File: config.mk
export PLATFORM = sky130hd
export DESIGN_NAME = mem_access_unit
export DESIGN_NICKNAME = d
export VERILOG_FILES = /design/src/rtl/mem_ctrl_pkg.sv /design/src/rtl/mem_access_unit_load_extract.sv /design/src/rtl/mem_access_unit.sv
export SDC_FILE = /design/constraint.sdc
export NUM_CORES = 1
export LEC_CHECK = 0
export ABC_AREA = 1
export CORE_UTILIZATION = 52
export CTS_BUF_LIST = sky130_fd_sc_hd__clkbuf_4
export DETAILED_ROUTE_END_ITERATION = 16
export DONT_BUFFER_PORTS = 1
export PLACE_DENSITY_LB_ADDON = 0.3
export REMOVE_ABC_BUFFERS = 1
export SYNTH_ARGS = -nofsm -noshare
export SYNTH_HDL_FRONTEND = slang
export SYNTH_HIERARCHICAL = 1
export SYNTH_SLANG_ARGS = --single-unit
File: constraint.sdc
create_clock -name clk -period 1.3 [get_ports clk]
set_input_delay 0.13 -clock clk [delete_from_list [all_inputs] [get_ports clk]]
set_output_delay 0.13 -clock clk [all_outputs]
set_load 0.02 [all_outputs]
File: src/rtl/mem_ctrl_pkg.sv
// Shared load/store control types and store-lane helpers for the MEM stage.
// Holds the access length/sign encodings and the access FSM state type.
package mem_ctrl;

  typedef enum logic [1:0] {
    a_byte = 2'd0,
    a_half = 2'd1,
    a_word = 2'd2
  } length_t;

  typedef enum logic {
    t_unsigned = 1'b0,
    t_signed   = 1'b1
  } sign_t;

  typedef enum logic [1:0] {
    IDLE = 2'd0,
    BUSY = 2'd1,
    DONE = 2'd2
  } mau_state_t;

  function automatic logic [3:0] store_mask(input length_t len, input logic [1:0] off);
    logic [3:0] m;
    case (len)
      a_byte:  m = 4'b0001 << off;
      a_half:  m = 4'b0011 << {off[1], 1'b0};
      default: m = 4'b1111;
    endcase
    return m;
  endfunction

  function automatic logic [31:0] store_lanes(input length_t len, input logic [31:0] d);
    logic [31:0] r;
    case (len)
      a_byte:  r = {4{d[7:0]}};
      a_half:  r = {2{d[15:0]}};
      default: r = d;
    endcase
    return r;
  endfunction

  function automatic logic misaligned(input length_t len, input logic [1:0] off);
    logic bad;
    case (len)
      a_byte:  bad = 1'b0;
      a_half:  bad = off[0];
      default: bad = (off != 2'b00);
    endcase
    return bad;
  endfunction

endpackage

File: src/rtl/mem_access_unit_load_extract.sv
// Picks the addressed byte/half out of a memory word and sign/zero-extends it.
// Purely combinational; word loads pass through untouched.
module load_extract
  import mem_ctrl::*;
(
  input  logic [31:0] dmem_rdata,
  input  logic [1:0]  offset,
  input  length_t     length,
  input  sign_t       sign,
  output logic [31:0] data
);

  logic [7:0]  byte_lane;
  logic [15:0] half_lane;
  logic        ext;

  always_comb begin
    byte_lane = dmem_rdata[{offset, 3'b000} +: 8];
    half_lane = dmem_rdata[{offset[1], 4'b0000} +: 16];
    ext       = 1'b0;
    data      = dmem_rdata;
    case (length)
      a_byte: begin
        ext  = (sign == t_signed) & byte_lane[7];
        data = {{24{ext}}, byte_lane};
      end
      a_half: begin
        ext  = (sign == t_signed) & half_lane[15];
        data = {{16{ext}}, half_lane};
      end
      default: data = dmem_rdata;
    endcase
  end

endmodule

File: src/rtl/mem_access_unit.sv
// MEM-stage load/store engine: word-aligned dmem request, resp handshake, extended load data.
// Optional MISALIGN_TRAP_EN adds misalign_err and skips the request for misaligned half/word.
module mem_access_unit
  import mem_ctrl::*;
#(
  parameter int MAX_WAIT = 1024
) (
  input  logic        clk,
  input  logic        rst,
  input  logic        mem_read,
  input  logic        mem_write,
  input  length_t     access_length,
  input  sign_t       access_sign,
  input  logic [31:0] addr,
  input  logic [31:0] wdata,
  output logic        stall,
  output logic [31:0] rdata,
  output logic        rdata_valid,
  output logic        timeout,
  output logic [31:0] dmem_address,
  output logic        dmem_read,
  output logic        dmem_write,
  output logic [3:0]  dmem_wmask,
  output logic [31:0] dmem_wdata,
  input  logic [31:0] dmem_rdata,
  input  logic        dmem_resp
`ifdef MISALIGN_TRAP_EN
  ,
  output logic        misalign_err
`endif
);

  localparam int CW = (MAX_WAIT > 2) ? $clog2(MAX_WAIT) : 1;

  mau_state_t    state, state_nxt;
  logic [1:0]    offset_q;
  length_t       length_q;
  sign_t         sign_q;
  logic          is_load_q;
  logic          misalign_q;
  logic [CW-1:0] wait_cnt;
  logic [31:0]   ext_word;
  logic          req;
  logic          bad;

  assign req = mem_read | mem_write;

`ifdef MISALIGN_TRAP_EN
  assign bad          = misaligned(access_length, addr[1:0]);
  assign misalign_err = (state == DONE) & misalign_q;
`else
  assign bad = 1'b0;
`endif

  load_extract u_load_extract (
    .dmem_rdata (dmem_rdata),
    .offset     (offset_q),
    .length     (length_q),
    .sign       (sign_q),
    .data       (ext_word)
  );

  always_ff @(posedge clk or negedge rst) begin
    if (!rst) state <= IDLE;
    else      state <= state_nxt;
  end

  always_comb begin
    state_nxt   = state;
    stall       = 1'b0;
    rdata_valid = 1'b0;
    case (state)
      IDLE: begin
        if (req) begin
          stall     = 1'b1;
          state_nxt = bad ? DONE : BUSY;
        end
      end
      BUSY: begin
        stall = 1'b1;
        if (dmem_resp) state_nxt = DONE;
      end
      DONE: begin
        rdata_valid = is_load_q & ~misalign_q;
        state_nxt   = IDLE;
      end
      default: state_nxt = IDLE;
    endcase
  end

  // Request fields are registered at IDLE exit and held unchanged until resp.
  always_ff @(posedge clk or negedge rst) begin
    if (!rst) begin
      offset_q     <= 2'b00;
      length_q     <= a_byte;
      sign_q       <= t_unsigned;
      is_load_q    <= 1'b0;
      misalign_q   <= 1'b0;
      wait_cnt     <= '0;
      timeout      <= 1'b0;
      rdata        <= 32'h0;
      dmem_address <= 32'h0;
      dmem_read    <= 1'b0;
      dmem_write   <= 1'b0;
      dmem_wmask   <= 4'h0;
      dmem_wdata   <= 32'h0;
    end else begin
      case (state)
        IDLE: begin
          if (req) begin
            offset_q   <= addr[1:0];
            length_q   <= access_length;
            sign_q     <= access_sign;
            is_load_q  <= ~mem_write;
            misalign_q <= bad;
            wait_cnt   <= '0;
            if (!bad) begin
              dmem_address <= {addr[31:2], 2'b00};
              dmem_read    <= ~mem_write;
              dmem_write   <= mem_write;
              dmem_wmask   <= mem_write ? store_mask(access_length, addr[1:0]) : 4'h0;
              dmem_wdata   <= mem_write ? store_lanes(access_length, wdata) : 32'h0;
            end
          end
        end
        BUSY: begin
          if (dmem_resp) begin
            dmem_read  <= 1'b0;
            dmem_write <= 1'b0;
            if (is_load_q) rdata <= ext_word;
          end else if (wait_cnt == CW'(MAX_WAIT - 1)) begin
            // Counter parks here; the request stays up so a late resp still completes.
            timeout <= 1'b1;
          end else begin
            wait_cnt <= wait_cnt + 1'b1;
          end
        end
        default: ;
      endcase
    end
  end

endmodule

==> key figures, run 1 <==
Run status
  • Status: finished with violations
  • Failing checks: negative hold slack, negative setup slack

CTS
  • Clk_lat worst skew: 0.52 ns
  • CTS Buf Count: 17
  • Clk buf depth: 2
  • CTS tree: done
  • Post-CTS Hold Buffers: 101
  • CTS HTree Levels: 4
  • Clock Sinks: 119
  • Clock Tree Root: clkbuf_4
  • Clock-pin transition on the worst setup and hold timing paths: 0.12 ns

Drt
  • Routed vias: 5993
  • Top Layer Used: met4
  • Metal1 wirelength: 7060 um
  • Via density: 5.84
  • DRC: 0
  • DRT antenna net count: 0
  • Iteration-0 DRC Markers: 598
  • DR pass1 iterations: 5
  • Routed wire per std cell: 19.9 um
  • Met3 WL post-DR: 2030 um
  • Total Wirelength: 20500 um
  • WL met2: 10500 um

Timing
  • Setup Skew: 0.0257 ns
  • Fmax: 634 MHz
  • Fin crit period: 1.58 ns
  • Final setup viols: 83
  • Hold Fails Final Rpt: 119
  • Crit share post-route: 121%
  • Final Max Tran Viols: 0
  • Fin Hold WS: -0.722 ns
  • Rel. slew slack: 47.3%
  • Slew at the pin with the worst max-slew slack: 0.789 ns
  • Fin worst setup slack: -0.278 ns
  • RSZ-0062 raised after global routing: true

Worst setup path
  • Crit path required time: 1.17 ns
  • Slowest Stage Delay on Critical Path: 0.47 ns
  • Reg2Reg Depth: 11
  • Crit start category: flop
  • Crit path arrival time: 1.45 ns
  • Most numerous cell on the critical path: buf_6
  • CP bufs+invs: 2
  • Crit-path slowest cell: dfrtp_2
  • Reg-to-Reg Start: offset_q[1]$_DFFE_PN0P_
  • Crit end category: output port
  • Worst-path cell chain: nor2_4 > o21ai_4 > buf_6 > nand2_4 > buf_6
  • Top delay family on crit path: flip-flops
  • CP Max Fanout: 4
  • Reg2Reg Capture Point: rdata[25]$_DFFE_PN0P_
  • Worst R2R Setup Slack: -0.23 ns
  • WS Path Type: reg2out

Logic synthesis
  • Top cells by area, synth: dfrtp_1 51%, nand2_1 20%, nand3_1 4.6%, o21ai_0 4.5%, nand3_2 3.4%
  • Number of synthesized register bits: 119
  • Async SR Flop Fraction: 100%
  • Cell taking the most area after synthesis: dfrtp_1
  • Top FF cell, synth: dfrtp_1
  • Number of flops mapped to enable cells by yosys: 0
  • Seq/Total Area, Yosys: 50.7%
  • Synth top area share: 50.7%
  • Syn Inst Count: 718
  • Cell variety after synth: 39
  • YS warnings: 6
  • Mean Syn Cell Area: 8.19 um^2
  • Mapped cell area: 5880 um^2

Global routing
  • Gr usage total: 32.6%
  • First-pass GRT wire length: 28900 um
  • Initial antenna violation count: 0
  • Vias in the first global route: 5865
  • Grt ovf: 0
  • Pin count of the biggest net entering global routing: 120

Floorplan
  • Die area: 11700 um^2
  • Die W: 108 um
  • # rows: 38
  • Core Area: 10900 um^2
  • Initial core utilization: 53.7%
  • Io pins: 209
  • Die Height: 108 um

Min path
  • Worst Hold Class: in2async

Power and ir drop
  • Max VDD drop: 1.60 mV
  • Pleak: 4.32 nW
  • Pwr Density: 2420 nW/um^2

Finish
  • Commonest non-fill, non-tap cell in the layout: nand2_1
  • Antenna cells: 0
  • Most frequent cells in the layout: 289 x nand2_1, 116 x dfrtp_1, 101 x dlygate4sd3_1, 41 x nand3_2, 36 x buf_4
  • Nets: 979
  • Share of cells above drive strength 1: 28.2%
  • Area Growth Syn to Fin: 45.8%
  • Fillers: 676

Placement
  • Setup slack at placement: -0.0805 ns
  • Post-DP HPWL: 10600 um
  • GP Congestion: 0.899
  • Port Buf Inserts: 0

Job
  • # Max-Cap Violations: 0
-- report_power, final --
part	leakage, nW	switching (mW)	internal, mW
clock	0.172	1.47	1.70
combinational	2.63	5.07	3.82
sequential	1.51	3.33	5.32
-- worst max-delay path by stage --
| stage | startpoint | to | slack [ns] | cells after the start |
|---|---|---|---|---|
| final | state[0]$_DFFE_PN0P_ | stall | -0.28 | 5 |
| after detailed placement | offset_q[1]$_DFFE_PN0P_ | rdata[26]$_DFFE_PN0P_ | -0.08 | 9 |
| after floorplan | mem_read | is_load_q$_DFFE_PN0P_ | -1.68 | 4 |
| after global routing | state[0]$_DFFE_PN0P_ | stall | -0.36 | 5 |
| after CTS | state[0]$_DFFE_PN0P_ | stall | -0.32 | 5 |
| after global placement | length_q[1]$_DFFE_PN0P_ | rdata[21]$_DFFE_PN0P_ | -0.03 | 6 |
-- Yosys cell counts (2+ instances only) --
cell type and number:
nand2_1 317, a21oi_1 10, o21ai_2 5, buf_4 8, inv_1 23, xor2_1 2
buf_6 4, nand3_1 54, nor2_1 11, nand3_2 20, or2_2 2, o21ai_1 10
clkbuf_1 9, inv_4 2, nor2_4 3, o21ai_0 53, buf_2 17, a22o_1 3
nand2_4 5, mux2i_1 3, dfrtp_1 119, nand2_2 12, o22ai_1 8, inv_2 3
-- kinds of logic (layout without fill, tap and decap cells) --
group | after synthesis | in the layout | synth area share, %
adders and majority gates | 1 | 1 | 0.213
buffers and inverters | 69 | 235 | 6.26
muxes | 3 | 3 | 0.511
xor gates and xnor gates | 3 | 3 | 0.447
AOI/OAI and AO/OA | 91 | 91 | 8.52
other | 1 | 2 | 0.0638
and+or+nand+nor | 431 | 433 | 33.3
DFF | 119 | 119 | 50.7
-- flip-flops by register name, summed over array words and instances (netlist names) --
name / cells
dmem_address: 30
dmem_read: 1
dmem_wdata: 32
dmem_wmask: 4
dmem_write: 1
is_load_q: 1
length_q: 2
offset_q: 2
rdata: 32
sign_q: 1
state: 2
timeout: 1
wait_cnt: 10
-- what timing repair did --
item | in CTS | in global routing
pin swaps | 49 | 62
gates resized for setup | 87 | 115
cloned | 7 | 4
setup buffers | 18 | 11
setup endpoints to repair | 55 | 112
hold endpoints to repair | 225 | 119
-- layout make-up --
class	count	area (um^2)	share of cell area, %
flip-flops and latches	119	2980	34.8
repair buffers	174	1860	21.7
clock inverters	15	208	2.42
clock buffers	17	128	1.49
multi-input cells	533	3090	36.0
well taps	140	175	2.04
inverters	29	134	1.56
-- layer usage --
layer / up-vias / global-route usage (%)
li1: 2628 / -
met1: 2888 / 35.9
met2: 387 / 55.3
met3: 90 / 10.6
met4: 0 / 18.6
met5: - / 0
-- metrics by stage --
| step | setup TNS (ns) | cells | cell area [um^2] | utilization, % | power, mW |
|---|---|---|---|---|---|
| finish | -11.20 | 1027 | 8570 | 78.4 | 20.7 |
| detailed placement | -1.85 | 861 | 6190 | 56.6 | 14.2 |
| floorplan | -106.07 | 679 | 5630 | - | 12.0 |
| CTS | -8.09 | 1019 | 8120 | 74.3 | 19.1 |
| global route | -16.64 | 1027 | 8570 | 78.4 | 21.8 |
| global placement | -0.354 | 861 | 6190 | 56.6 | 13.9 |
Power figures use the tool's default switching activity.
==> run 2: changes to the inputs <==
--- a/config.mk
+++ b/config.mk
@@ -6,8 +6,10 @@
 export NUM_CORES = 1
 export LEC_CHECK = 0
 export ABC_AREA = 1
+export CAP_MARGIN = 20
 export CORE_UTILIZATION = 52
 export CTS_BUF_LIST = sky130_fd_sc_hd__clkbuf_4
+export CTS_CLUSTER_SIZE = 10
 export DETAILED_ROUTE_END_ITERATION = 16
 export DONT_BUFFER_PORTS = 1
 export PLACE_DENSITY_LB_ADDON = 0.3
==> results of run 2 <==
The final DEF is identical to that of run 1; final timing and power are the same.
